## config.mk

```make
export PLATFORM = sky130hd
export DESIGN_NAME = debounce_edge_detect
export DESIGN_NICKNAME = d
export VERILOG_FILES = /design/src/rtl/sync_chain.sv /design/src/rtl/debounce_edge_detect.sv
export SDC_FILE = /design/constraint.sdc
export NUM_CORES = 1
export LEC_CHECK = 0
export ABC_AREA = 1
export ABC_CLOCK_PERIOD_IN_PS = 1300
export CAP_MARGIN = 20
export CORE_AREA = 2 2 39 41
export DETAILED_ROUTE_END_ITERATION = 16
export DIE_AREA = 0 0 41 43
export SYNTH_ARGS = -nofsm -noshare
export SYNTH_HDL_FRONTEND = slang
export SYNTH_SLANG_ARGS = --single-unit
```

## constraint.sdc

```tcl
create_clock -name clk -period 1.3 [get_ports clk]
set_input_delay 0.26 -clock clk [delete_from_list [all_inputs] [get_ports clk]]
set_output_delay 0.26 -clock clk [all_outputs]
set_load 0.01 [all_outputs]
```

## src/rtl/sync_chain.sv

```systemverilog
// Reusable flip-flop synchronizer for a single asynchronous input bit.
// Pure register chain: nothing sits between stages so every stage has a
// full clock period to resolve metastability.
module sync_chain #(
  parameter int STAGES      = 2,
  parameter bit RESET_LEVEL = 1'b0
) (
  input  logic clk,
  input  logic reset,
  input  logic d,
  output logic q
);

  logic [STAGES-1:0] stg_q, stg_d;

  // Shift the raw input into stage 0 and move every stage one step along.
  always_comb begin
    stg_d = {stg_q[STAGES-2:0], d};
  end

  // Chain registers; reset loads the idle level into every stage.
  always_ff @(posedge clk) begin
    if (reset) stg_q <= {STAGES{RESET_LEVEL}};
    else       stg_q <= stg_d;
  end

  assign q = stg_q[STAGES-1];

endmodule

```

## src/rtl/debounce_edge_detect.sv

```systemverilog
// Debouncer with registered edge pulses: synchronizer -> stability counter
// -> registered level and rise/fall detector.
// q only moves after the synchronized input has disagreed with it for
// STABLE_CYCLES consecutive edges; any return to q restarts the count.
module debounce_edge_detect #(
  parameter int SYNC_STAGES   = 2,
  parameter int STABLE_CYCLES = 8,
  parameter bit RESET_LEVEL   = 1'b0
) (
  input  logic clk,
  input  logic reset,
  input  logic d,
  output logic q,
  output logic rise,
  output logic fall,
  output logic busy
);

  localparam int CNT_W = ($clog2(STABLE_CYCLES + 1) < 1) ? 1 : $clog2(STABLE_CYCLES + 1);
  localparam logic [CNT_W-1:0] TERM = CNT_W'(STABLE_CYCLES - 1);

  // Out-of-range parameters stop elaboration.
  if (SYNC_STAGES < 2 || SYNC_STAGES > 4) begin : g_bad_sync
    $error("debounce_edge_detect: SYNC_STAGES must be 2..4");
  end
  if (STABLE_CYCLES < 1 || STABLE_CYCLES > 255) begin : g_bad_stable
    $error("debounce_edge_detect: STABLE_CYCLES must be 1..255");
  end

  logic             sync;
  logic [CNT_W-1:0] cnt_q, cnt_d;
  logic             level_q, level_d;
  logic             rise_q, rise_d;
  logic             fall_q, fall_d;

  sync_chain #(
    .STAGES      (SYNC_STAGES),
    .RESET_LEVEL (RESET_LEVEL)
  ) u_sync (
    .clk   (clk),
    .reset (reset),
    .d     (d),
    .q     (sync)
  );

  // Count consecutive disagreements; accept the new level at terminal count.
  // Clearing at terminal count means the counter can never wrap.
  always_comb begin
    cnt_d   = cnt_q;
    level_d = level_q;
    rise_d  = 1'b0;
    fall_d  = 1'b0;
    if (sync != level_q) begin
      if (cnt_q == TERM) begin
        level_d = sync;
        cnt_d   = '0;
        rise_d  = sync;
        fall_d  = ~sync;
      end else begin
        cnt_d = cnt_q + CNT_W'(1);
      end
    end else begin
      cnt_d = '0;
    end
  end

  // State registers; reset wins over a terminal count on the same edge.
  always_ff @(posedge clk) begin
    if (reset) begin
      cnt_q   <= '0;
      level_q <= RESET_LEVEL;
      rise_q  <= 1'b0;
      fall_q  <= 1'b0;
    end else begin
      cnt_q   <= cnt_d;
      level_q <= level_d;
      rise_q  <= rise_d;
      fall_q  <= fall_d;
    end
  end

  assign q    = level_q;
  assign rise = rise_q;
  assign fall = fall_q;
  assign busy = sync ^ level_q;

endmodule

```

# ---- Word level (Yosys, flattened, before mapping)
# Index checks and enable logic that the tools add are counted.
dict set report op_classes {
  addsub 1
  n_bitwise 4
  reduce_logical 3
  n_eq_ne 2
}
# op count
set ops {}
lappend ops {{OR reduction 3 bit} 2}
lappend ops {{adder 4 x 1 -> 4 bit (second input constant)} 1}
lappend ops {{== test 4 x 3 -> 1 bit (second input constant)} 1}
lappend ops {{NOT 1 bit} 3}
lappend ops {{AND reduction 2 bit} 1}
lappend ops {{inequality test 1 bit} 1}
lappend ops {{XOR 1 bit} 1}
dict set report word_totals {
  regBits 9
  output_inout_bits 4
  in_bits 3
}

# ---- Depth between registers and ports, before layout
# Gate-level depths: netlist of the first run.
dict set report logic_depth {
  depth_word 3
  depth_mapped 6
  depth_no_buf 6
}

# ---- By module
# From an unflattened synthesis of the first run, not the netlist that was laid out.
dict set report hier_totals {
  hier_cells 39
  area_unflattened_um2 325.3
}
# module area_each_um2 seq_area_each_um2 n_inst cells_per_inst
set modules_own_cells {}
lappend modules_own_cells {debounce_edge_detect 270.3 140.1 1 33}
lappend modules_own_cells {sync_chain 55.1 40.0 1 6}

# ---- Least setup slack after synthesis of the first run
# No wires, ideal clock.
dict set report synth_path {
  kind {register to register}
  from {register cnt_q[0]}
  to {register level_q, in the netlist q}
  setup_time_ns 0.115
  t_arrival_ns 0.879
  t_required_ns 1.185
  stages_incl_launch_ff 7
  slack_ns 0.307
  path_cell_list {dfxtp_1 > ha_1 > nand2_1 > nor2_2 > nand2_1 > nand2_1 > nand2_1}
}
dict set report synth_between {
  elab_chain_len 2
}
# element line
set synth_rtl {}
lappend synth_rtl {{start, declared} debounce_edge_detect.sv:31} ;# logic [CNT_W-1:0] cnt_q, cnt_d;
lappend synth_rtl {{start signal, assigned} debounce_edge_detect.sv:75} ;# cnt_q <= cnt_d;
lappend synth_rtl {{== test 4 x 3 -> 1 bit} debounce_edge_detect.sv:54} ;# if (cnt_q == TERM) begin
lappend synth_rtl {{AND reduction 2 bit (no line)} n/a}
lappend synth_rtl {{end signal, assigned} debounce_edge_detect.sv:76} ;# level_q <= level_d;
lappend synth_rtl {{end, declared} debounce_edge_detect.sv:32} ;# logic level_q, level_d;
# No other way between the ends.
# A chain may end at the register's enable or synchronous reset.

# ---- Worst setup path in the final report of the first run
dict set report layout_path {
  from {register level_q, in the netlist q}
  to {output port busy}
}
dict set report layout_between {
  elab_chain_len 1
}
# element line
set layout_rtl {}
lappend layout_rtl {{XOR 1 bit} debounce_edge_detect.sv:85} ;# assign busy = sync ^ level_q;
lappend layout_rtl {{end, declared} debounce_edge_detect.sv:16} ;# output logic busy
# No other way between the ends.

==> results of run 1 <==
per-layer routing:
layer	up-vias	share of wire, %	global-route usage, %
met4	0	6.3	14.0
met3	4	2.0	1.57
met1	125	43	9.03
met2	5	49	12.5
li1	156	-	-
met5	-	0	0
power groups by stage:
| stage | clock network, mW | registers [mW] | logic [mW] |
|---|---|---|---|
| detailed placement | 0 | 0.288 | 0.0220 |
| floorplan | 0 | 0.288 | 0.00931 |
| global route | 0.235 | 0.282 | 0.0232 |
| global placement | 0 | 0.288 | 0.0217 |
| CTS | 0.228 | 0.282 | 0.0216 |
| finish | 0.216 | 0.282 | 0.0205 |
state kept, by name (all words and copies together), names as in the netlist:
signal        cells
fall              1
cnt_q             4
rise              1
q                 1
u_sync.stg_q      2
path summary, 6_finish.rpt:
path	endpoint	slack (ps)	depth (start not counted)
worst max register to register	q	220	6
worst min register to register	u_sync.stg_q[1]	400	2
worst max-delay path	busy	140	4
worst min-delay path	u_sync.stg_q[1]	400	2
synth_stat cells (all sizes together):
library cell  n
nand4         3
xnor2         1
ha            1
nand3         3
dfxtp         9
nor2          8
nand2         9
inv           9
repair_timing:
item,4_1_cts,5_1_grt
pin swaps,0,0
hold buffers,0,0
setup endpoints to repair,4,1
gates resized for setup,7,1
final cells by class:
type,instances,share of cell area [%]
clock buffer,4,5.66
multi-input combinational,25,29.1
tap,16,4.31
sequential,9,39.4
timing repair buffer,8,14.3
inverter,9,7.28
worst reg2reg max path: cells and delay by family (launching register included):
family,cells,cell delay (ps)
simple gates,5,390
flops,1,370
fa+ha+maj,1,220
cells by family after synthesis:
| family | synth area share (%) |
|---|---|
| xor gates and xnor gates | 2.51 |
| DFF | 51.6 |
| buffers and inverters | 9.68 |
| adders and majority gates | 3.58 |
| and+or+nand+nor | 32.6 |
layout by cell type (no fill, tap or decap), drive strengths merged:
cell type	netlist	final
dfxtp	9	9
dlygate4sd2	0	3
buf	0	2
nand3	3	3
nand4	3	3
nor2	8	8
xnor2	1	1
inv	9	9
clkdlybuf4s50	0	2
ha	1	1
nand2	9	9
clkbuf	0	5
==> impl_metrics.env, run 1 <==
export IMPL_outcome="complete, no violations"
export IMPL_irDropWorstVdd_mv=0.245
export IMPL_worstHoldPathType="flip-flop to flip-flop"
export IMPL_clk_path_buf_depth=2
export IMPL_hold_start="u_sync.stg_q[0]"
export IMPL_ys_top_cells_by_area="dfxtp_1, inv_1, nand2_1"
export IMPL_num_rows=14
export IMPL_routedWlPerCell_um=8.32
export IMPL_p_comb_share_pct=4.0
export IMPL_seq_area_um2=183
export IMPL_worst_slew_pin_slew_ps=169
export IMPL_slew_violations=0
export IMPL_synth_area_per_cell_um2=8.12
export IMPL_start_kind="flip-flop"
export IMPL_leakage_nw=0.230
export IMPL_cp_end_kind="output pin"
export IMPL_cts_tree="built"
export IMPL_setup_viol=0
export IMPL_syn_to_final_growth_pct=33.0
export IMPL_final_cells=71
export IMPL_numPortBuffers=6
export IMPL_pwr_share_seq_pct=54.4
export IMPL_clkSlewWorstSetupHoldPaths_ps=60
export IMPL_yosysUniqueCellTypes=12
export IMPL_drc=0
export IMPL_synth_area_um2=349
export IMPL_r2r_start="cnt_q[0]"
export IMPL_critPathBufInv=2
export IMPL_power_internal_mw=0.409
export IMPL_yosysSeqAreaShare_pct=51.6
export IMPL_vias_per_cell=4.08
export IMPL_drt_total_wl_um=591
export IMPL_fin_setup_tns_ps=0
export IMPL_io_pins=7
export IMPL_grt_pass1_vias=265
export IMPL_skew_ps=0.445
export IMPL_final_core_util_pct=33.5
export IMPL_drt_iter0_drc=4
export IMPL_fin_ws_ps=141
export IMPL_cts_setup_buffers=0
export IMPL_post_dp_cell_area_um2=444
export IMPL_fin_nets=60
export IMPL_fmax_ghz=0.863
export IMPL_max_cap_violations=0
export IMPL_p_per_area_nw_per_um2=1120
export IMPL_synth_top_cell_area_share_pct=51.6
export IMPL_clockRootBuffer="clkbuf_4"
export IMPL_path_class="flip-flop to output pin"
export IMPL_vias=290
export IMPL_period_minus_slack_ps=1160
export IMPL_worstPathArrival_ps=900
export IMPL_die_area_um2=1760
export IMPL_fin_area_um2=464
export IMPL_htree_levels=1
export IMPL_gp_congestion=0.650
export IMPL_crit_fanout=4
export IMPL_start_util_pct=25.2
export IMPL_power_mw=0.519
export IMPL_dpl_worst_slack_ps=4.77
export IMPL_syn_nets=47
export IMPL_grt_usage_pct=9.25
export IMPL_yosys_area_top_type="dfxtp_1"
export IMPL_multi_input_area_um2=135
export IMPL_cp_startpoint="q"
export IMPL_synth_seq_cells=9
export IMPL_fp_dieH_um=43
export IMPL_dp_cells=67
export IMPL_fillers=159
export IMPL_slew_headroom_pct=88.7
export IMPL_drt_pass1_iter_count=2
export IMPL_final_hold_viol_count=0
export IMPL_die_x_um=41
export IMPL_core_um2=1380
export IMPL_syn_inst=43
export IMPL_ys_warn_count=0
export IMPL_path_cells="inv_1, nand2_1, nand2_2, clkbuf_2"
export IMPL_p_switching_mw=0.110
export IMPL_max_stage_delay_ps=330
export IMPL_rsz0062_at_grt="false"
export IMPL_numClockSinks=9
export IMPL_dpl_hpwl_um=474
export IMPL_drive_gt1_share_pct=21.8
export IMPL_grt_pass1_wl_um=993
export IMPL_antenna_left=0
export IMPL_cts_made_buffers=3
export IMPL_antenna_found_initial=0
export IMPL_hold_slack_ps=400
export IMPL_min_period_over_period_pct=89.1
export IMPL_critPathTopFamily="flip-flops"
export IMPL_pwr_share_clk_pct=41.6
export IMPL_slowest_stage="dfxtp_2"
export IMPL_grt_max_degree=6
export IMPL_grt_ovfl_total=0
export IMPL_diodes=0
export IMPL_required_ps=1040
export IMPL_insertion_delay_ps=260
export IMPL_swShare_pct=21.2
Power figures use the tool's default switching activity.
==> run 2, diff against run 1 <==
--- a/config.mk
+++ b/config.mk
@@ -9,8 +9,10 @@
 export ABC_CLOCK_PERIOD_IN_PS = 1300
 export CAP_MARGIN = 20
 export CORE_AREA = 2 2 39 41
+export CTS_CLUSTER_SIZE = 24
 export DETAILED_ROUTE_END_ITERATION = 16
 export DIE_AREA = 0 0 41 43
+export REMOVE_ABC_BUFFERS = 1
 export SYNTH_ARGS = -nofsm -noshare
 export SYNTH_HDL_FRONTEND = slang
 export SYNTH_SLANG_ARGS = --single-unit
==> results of run 2 <==
Same layout as run 1: the final DEF is identical, and so are final timing and power.
